**src/rtl/shiftreg_seq_if.sv**
```systemverilog
// Request channel into the shift-register sequencer: a parallel word plus
// shift direction and fill mode, moved over a valid/ready handshake.
interface shiftreg_seq_if #(
  parameter int N = 4
);
  logic         in_valid;
  logic         in_ready;
  logic [N-1:0] in_data;
  logic         in_dir;
  logic [1:0]   in_fill;

  modport master (
    output in_valid,
    output in_data,
    output in_dir,
    output in_fill,
    input  in_ready
  );

  modport slave (
    input  in_valid,
    input  in_data,
    input  in_dir,
    input  in_fill,
    output in_ready
  );
endinterface

```
**src/rtl/shiftreg_seq.sv**
```systemverilog
// Sequencer for an N-bit shift register: one parallel load followed by
// exactly N shifts, spaced GAP idle cycles apart, then a one-cycle done pulse.
module shiftreg_seq #(
  parameter int N   = 4,
  parameter int GAP = 1
) (
  input  logic             clk,
  input  logic             rst,
  shiftreg_seq_if.slave    req,
  input  logic             sout_left_i,
  input  logic             sout_right_i,
  output logic             step_o,
  output logic [1:0]       op_o,
  output logic [N-1:0]     d_o,
  output logic             shift_in_o,
  output logic             busy_o,
  output logic             done_o
);

  localparam int CW = $clog2(N + 1);
  localparam int GW = $clog2(GAP + 1);

  localparam logic [CW-1:0] CNT_LAST = CW'(N - 1);
  localparam logic [GW-1:0] GAP_LAST = GW'(GAP - 1);

  localparam logic [1:0] OP_HOLD  = 2'b00;
  localparam logic [1:0] OP_LEFT  = 2'b01;
  localparam logic [1:0] OP_RIGHT = 2'b10;
  localparam logic [1:0] OP_LOAD  = 2'b11;

  typedef enum logic [2:0] {
    S_IDLE,
    S_LOAD,
    S_WAIT,
    S_SHIFT,
    S_DONE
  } state_t;

  typedef enum logic [1:0] {
    FILL_ZERO = 2'b00,
    FILL_ONE  = 2'b01,
    FILL_ROT  = 2'b10,
    FILL_RSVD = 2'b11
  } fill_t;

  state_t        state_q, state_d;
  logic [CW-1:0] cnt_q,   cnt_d;
  logic [GW-1:0] gap_q,   gap_d;
  logic [N-1:0]  data_q,  data_d;
  logic          dir_q,   dir_d;
  fill_t         fill_q,  fill_d;

  logic          ready;
  logic [1:0]    dir_op;

  assign dir_op = dir_q ? OP_RIGHT : OP_LEFT;

  // NOTE: state registers use non-blocking assignments so every flop samples
  // the pre-edge values, independent of the order the blocks are evaluated.
  always_ff @(posedge clk or posedge rst) begin
    if (rst) begin
      state_q <= S_IDLE;
      cnt_q   <= '0;
      gap_q   <= '0;
      data_q  <= '0;
      dir_q   <= 1'b0;
      fill_q  <= FILL_ZERO;
    end else begin
      state_q <= state_d;
      cnt_q   <= cnt_d;
      gap_q   <= gap_d;
      data_q  <= data_d;
      dir_q   <= dir_d;
      fill_q  <= fill_d;
    end
  end

  // NOTE: every variable gets a default before the case so no path leaves
  // one unassigned, which would otherwise infer a latch.
  always_comb begin
    state_d = state_q;
    cnt_d   = cnt_q;
    gap_d   = gap_q;
    data_d  = data_q;
    dir_d   = dir_q;
    fill_d  = fill_q;

    case (state_q)
      S_IDLE: begin
        if (req.in_valid) begin
          data_d  = req.in_data;
          dir_d   = req.in_dir;
          fill_d  = fill_t'(req.in_fill);
          cnt_d   = '0;
          state_d = S_LOAD;
        end
      end
      S_LOAD: begin
        gap_d   = '0;
        state_d = S_WAIT;
      end
      S_WAIT: begin
        if (gap_q == GAP_LAST) begin
          state_d = S_SHIFT;
        end else begin
          gap_d = gap_q + GW'(1);
        end
      end
      S_SHIFT: begin
        cnt_d   = cnt_q + CW'(1);
        gap_d   = '0;
        state_d = (cnt_q == CNT_LAST) ? S_DONE : S_WAIT;
      end
      S_DONE: begin
        state_d = S_IDLE;
      end
      default: begin
        state_d = S_IDLE;
      end
    endcase
  end

  // Moore outputs straight from the state register, so an asynchronous reset
  // kills step and done in the same instant it forces IDLE.
  always_comb begin
    ready  = 1'b0;
    step_o = 1'b0;
    op_o   = OP_HOLD;
    busy_o = 1'b1;
    done_o = 1'b0;

    case (state_q)
      S_IDLE: begin
        ready  = 1'b1;
        busy_o = 1'b0;
      end
      S_LOAD: begin
        step_o = 1'b1;
        op_o   = OP_LOAD;
      end
      S_WAIT: begin
        op_o = (cnt_q == '0) ? OP_LOAD : dir_op;
      end
      S_SHIFT: begin
        step_o = 1'b1;
        op_o   = dir_op;
      end
      S_DONE: begin
        done_o = 1'b1;
      end
      default: begin
        busy_o = 1'b0;
      end
    endcase
  end

  always_comb begin
    shift_in_o = 1'b0;
    case (fill_q)
      FILL_ONE: shift_in_o = 1'b1;
      FILL_ROT: shift_in_o = dir_q ? sout_right_i : sout_left_i;
      default:  shift_in_o = 1'b0;
    endcase
  end

  assign req.in_ready = ready;
  assign d_o          = data_q;

endmodule

```
**src/flat_wrapper.sv**
```systemverilog
// flat-port wrapper written by rule: the top's interface ports become plain ports
module shiftreg_seq_flat 
#(
  parameter int N   = 4,
  parameter int GAP = 1
)
  (clk, rst, sout_left_i, sout_right_i, step_o, op_o, d_o, shift_in_o, busy_o, done_o, req_in_valid, req_in_data, req_in_dir, req_in_fill, req_in_ready);
  shiftreg_seq_if #(.N(N)) req_i ();
  input  logic clk;
  input  logic rst;
  input  logic sout_left_i;
  input  logic sout_right_i;
  output logic step_o;
  output logic [1:0] op_o;
  output logic [N-1:0] d_o;
  output logic shift_in_o;
  output logic busy_o;
  output logic done_o;
  input wire logic [$bits(req_i.in_valid)-1:0] req_in_valid;
  input wire logic [$bits(req_i.in_data)-1:0] req_in_data;
  input wire logic [$bits(req_i.in_dir)-1:0] req_in_dir;
  input wire logic [$bits(req_i.in_fill)-1:0] req_in_fill;
  output wire logic [$bits(req_i.in_ready)-1:0] req_in_ready;
  assign req_i.in_valid = req_in_valid;
  assign req_i.in_data = req_in_data;
  assign req_i.in_dir = req_in_dir;
  assign req_i.in_fill = req_in_fill;
  assign req_in_ready = req_i.in_ready;
  shiftreg_seq #(.N(N), .GAP(GAP)) u_core (.clk(clk), .rst(rst), .req(req_i), .sout_left_i(sout_left_i), .sout_right_i(sout_right_i), .step_o(step_o), .op_o(op_o), .d_o(d_o), .shift_in_o(shift_in_o), .busy_o(busy_o), .done_o(done_o));
endmodule
```
**config.mk**
```make
export PLATFORM = sky130hd
export DESIGN_NAME = shiftreg_seq_flat
export DESIGN_NICKNAME = d
export VERILOG_FILES = /design/src/rtl/shiftreg_seq_if.sv /design/src/rtl/shiftreg_seq.sv /design/src/flat_wrapper.sv
export SDC_FILE = /design/constraint.sdc
export NUM_CORES = 1
export LEC_CHECK = 0
export CORE_UTILIZATION = 43
export DETAILED_ROUTE_END_ITERATION = 12
export MAX_ROUTING_LAYER = met4
export PLACE_DENSITY_LB_ADDON = 0.25
export SYNTH_ARGS = -nofsm -noshare
export SYNTH_HDL_FRONTEND = slang
export SYNTH_SLANG_ARGS = --single-unit
```
**constraint.sdc**
```tcl
create_clock -name clk -period 2.3 [get_ports clk]
set_clock_uncertainty 0.15 [all_clocks]
set_input_delay 0.69 -clock clk [delete_from_list [all_inputs] [get_ports clk]]
set_output_delay 0.69 -clock clk [all_outputs]
set_load 0.02 [all_outputs]
```
==> metrics.md <==
| Metric | Value |
|---|---|
| Status | `complete, but fails checks` |
| Failing checks | `setup timing` |
| Final worst slack | `-0.143 ns` |
| Crit path from | `u_core.cnt_q[0]` |
| Post-layout min period | `2.44 ns` |
| Fmax | `409 MHz` |
| Req. time, crit path | `1.46 ns` |
| Leakage | `0.552 nW` |
| CP max stage delay | `0.41 ns` |
| Yosys cell types | `23` |
| Arr. time, crit path | `1.60 ns` |
| Sequential cell area fraction in the yosys report | `0.467` |
| Gr usage total | `0.237` |
| Inserted Clock Buffers | `3` |
| Synth-to-Final Area Change | `63.4%` |
| Fin crit share | `1.06` |
| Placed instance count | `107` |
| Synthesized cell area | `697 um2` |
| Post-DR wirelength/cell | `13.9 um` |
| Largest net degree at the start of global routing | `14` |
| Levels on crit path | `5` |
| Synth Area in Adders | `0.0898` |
| Power density over the cells | `1460 nW/um2` |
| Worst-path clk slew | `0.09 ns` |
| Vias per std cell | `5.24` |
| Chip width | `42.3 um` |
| YS warnings | `0` |
| Layout cells sized above 1 | `0.421` |
| Post-Route WL | `1710 um` |
| Commonest cells after routing, fill and taps aside | `buf_4 (25), clkdlybuf4s50_1 (13), dfrtp_1 (13), mux2_2 (7), inv_1 (6)` |
| Hold Crit Class | `reg2reg` |
| Yosys reg bits | `13` |
| CTS tree | `yes` |
| # DRC | `0` |
| Psw | `0.648 mW` |
| Slew @ Worst Pin | `0.504 ns` |
| Clk buf depth | `2` |
| Worst-Skew Late Latency | `0.28 ns` |
| Worst hold margin | `0.369 ns` |
| Type of origin of the critical path | `register` |
| Syn_nets | `78` |
| Slowest cell on crit path | `dfrtp_1` |
| Crit. End Element | `output pin` |
| Mapped Cells | `61` |
| Peak VDD IR | `0.754 mV` |
| Multi-input logic area | `363 um2` |
| Crit path cell chain | `inv_2, ha_4, or3b_4, a31oi_1, buf_4` |
| Flop pwr share | `0.252` |
| Final ANT Viol Nets | `0` |
| Final Hold Viols | `0` |
| Capture point of the worst path | `op_o[0]` |
| Comb power frac | `0.660` |
| Die area | `1790 um2` |
| CTS sink count | `13` |
| GRT overflow | `0` |
| Nets | `125` |
| Hold buffer count at cts | `0` |
| Reg2reg start | `u_core.cnt_q[0]` |
| Core Area | `1510 um2` |
| Initial Utilization | `0.463` |
| Max Cap Viol | `0` |
| Unrepaired setup endpoints after global routing | `true` |
| Commonest non-fill, non-tap cell in the layout | `buf_4` |
| Routability cong. | `0.731` |
| Mean post-synth cell area | `11.4 um2` |
| Maximum fanout along the worst path | `2` |
| Die H | `42.3 um` |
| Synth Area in Simple Gates | `0.153` |
| Root Driver | `clkbuf_4` |
| Via count | `644` |
| Synth Area in Compound Gates | `0.0934` |
| Bufs and invs on worst path | `2` |
| HPWL after DPL | `1120 um` |
| Vias in the first global route | `702` |
| P_int | `1.01 mW` |
| Depth of the most critical reg-to-reg path | `12` |
| TNS Setup | `-0.268 ns` |
| Ant diodes | `0` |
| Cell family with the largest share of critical-path delay | `flip-flops` |
| First-pass GRT wire length | `3020 um` |
| WS Path Type | `reg2out` |
| Largest family of logic cells by synthesized area | `simple AND/OR/NAND/NOR gates` |
| Fin. max-slew vios | `0` |
| Mux contribution to synthesized area | `0.127` |
| Worst r2r dst | `u_core.cnt_q[0]` |
| Fill cell count | `95` |
| Worst slew margin | `0.664` |
| Finished Layout Cells | `123` |
| # setup viols final | `2` |
| Synth Area in XOR/XNOR | `0` |
| IO Count | `23` |
| Row count | `14` |
| Initial antenna violation count | `0` |
| R2r setup slk | `0.19 ns` |
| Clock Power Share | `0.088` |
| IO Port Bufs | `22` |
| Starting DRT DRC Count | `14` |
| Seq. cell area | `325 um2` |
| Drt first pass iters | `5` |
| Switching share of power | `0.391` |
| H-Tree Depth | `1` |
metal layers:
layer | up-vias | GRT usage | part of all wire
li1 | 309 | - | -
met1 | 310 | 0.276 | 0.42
met2 | 23 | 0.406 | 0.51
met3 | 2 | 0.0776 | 0.060
met4 | 0 | 0.0375 | 0.0076
met5 | - | - | 0
flip-flops by register name, indices dropped and copies added, names as in the netlist:
signal / count
u_core.cnt_q: 3
u_core.d_o: 4
u_core.dir_q: 1
u_core.fill_q: 2
u_core.state_q: 3
logic make-up after synthesis:
kind of cell	count (synthesis)
buffers and inverters	11
AND/OR/NAND/NOR	15
AO/OA/AOI/OAI	9
flip-flops	13
adder cells (fa/ha/maj)	5
multiplexers	8
cell usage after synthesis (all sizes together):
cell type	n	area, um2
and3	1	6.26
inv	8	30.0
nor3b	1	7.51
a31oi	2	12.5
nor2b	3	18.8
and2	1	6.26
or3b	1	8.76
nand3b	1	7.51
a221oi	3	26.3
nand2b	1	6.26
mux2i	1	10.0
ha	5	62.6
nor2	3	11.3
o22ai	1	6.26
o21bai	1	7.51
nor3	2	10.0
nor4b	1	23.8
mux2	7	78.8
a21oi	1	5.00
o21a	1	7.51
buf	1	11.3
dfrtp	13	325
clkbuf	2	7.51
worst register-to-register path, delay by kind of cell, from the launching register on:
family,cells,cell delay [ns]
buffers and inverters,11,1.28
DFF,1,0.38
AOI/OAI and AO/OA,1,0.22
layout make-up:
cell class / instances / share of cell area
sequential: 13 / 0.286
timing repair buffer: 45 / 0.327
clock buffer: 3 / 0.0198
inverter: 8 / 0.0264
tap: 16 / 0.0176
clock inverter: 1 / 0.00440
multi-input combinational: 37 / 0.319
power by group through the flow:
stage / Sequential, mW / Clock (mW) / Combinational (mW)
floorplan: 0.445 / 0 / 0.462
global placement: 0.409 / 0 / 0.849
detailed placement: 0.413 / 0 / 0.880
CTS: 0.415 / 0.148 / 1.02
global route: 0.434 / 0.159 / 1.19
finish: 0.419 / 0.146 / 1.10
metrics by stage:
| step | total power, mW | instance area (um2) | utilization | setup slack [ns] |
|---|---|---|---|---|
| global route | 1.78 | 1140 | 0.756 | -0.198 |
| global placement | 1.26 | 1000 | 0.664 | -0.479 |
| floorplan | 0.907 | 697 | - | 0.0403 |
| detailed placement | 1.29 | 1000 | 0.664 | -0.516 |
| finish | 1.66 | 1140 | 0.756 | -0.143 |
| CTS | 1.58 | 1120 | 0.743 | -0.151 |
how the worst min path moves through the flow:
| stage | slack (ns) | end | depth (start not counted) | from |
|---|---|---|---|---|
| 2_1_floorplan | 0.36 | u_core.fill_q[1] | 1 | u_core.fill_q[1] |
| 3_3_place_gp | 0.34 | u_core.d_o[2] | 1 | u_core.d_o[2] |
| 3_5_place_dp | 0.35 | u_core.d_o[2] | 1 | u_core.d_o[2] |
| 4_1_cts | 0.38 | u_core.d_o[3] | 1 | u_core.d_o[3] |
| 5_1_grt | 0.40 | u_core.d_o[3] | 1 | u_core.d_o[3] |
| 6_report | 0.37 | u_core.d_o[3] | 1 | u_core.d_o[3] |
repair_timing:
action | in CTS | in global routing
resized for setup | 27 | 7
pin swaps | 4 | 5
endpoints found under the setup margin | 7 | 7
buffers inserted | 12 | 2
Power figures use the tool's default switching activity.
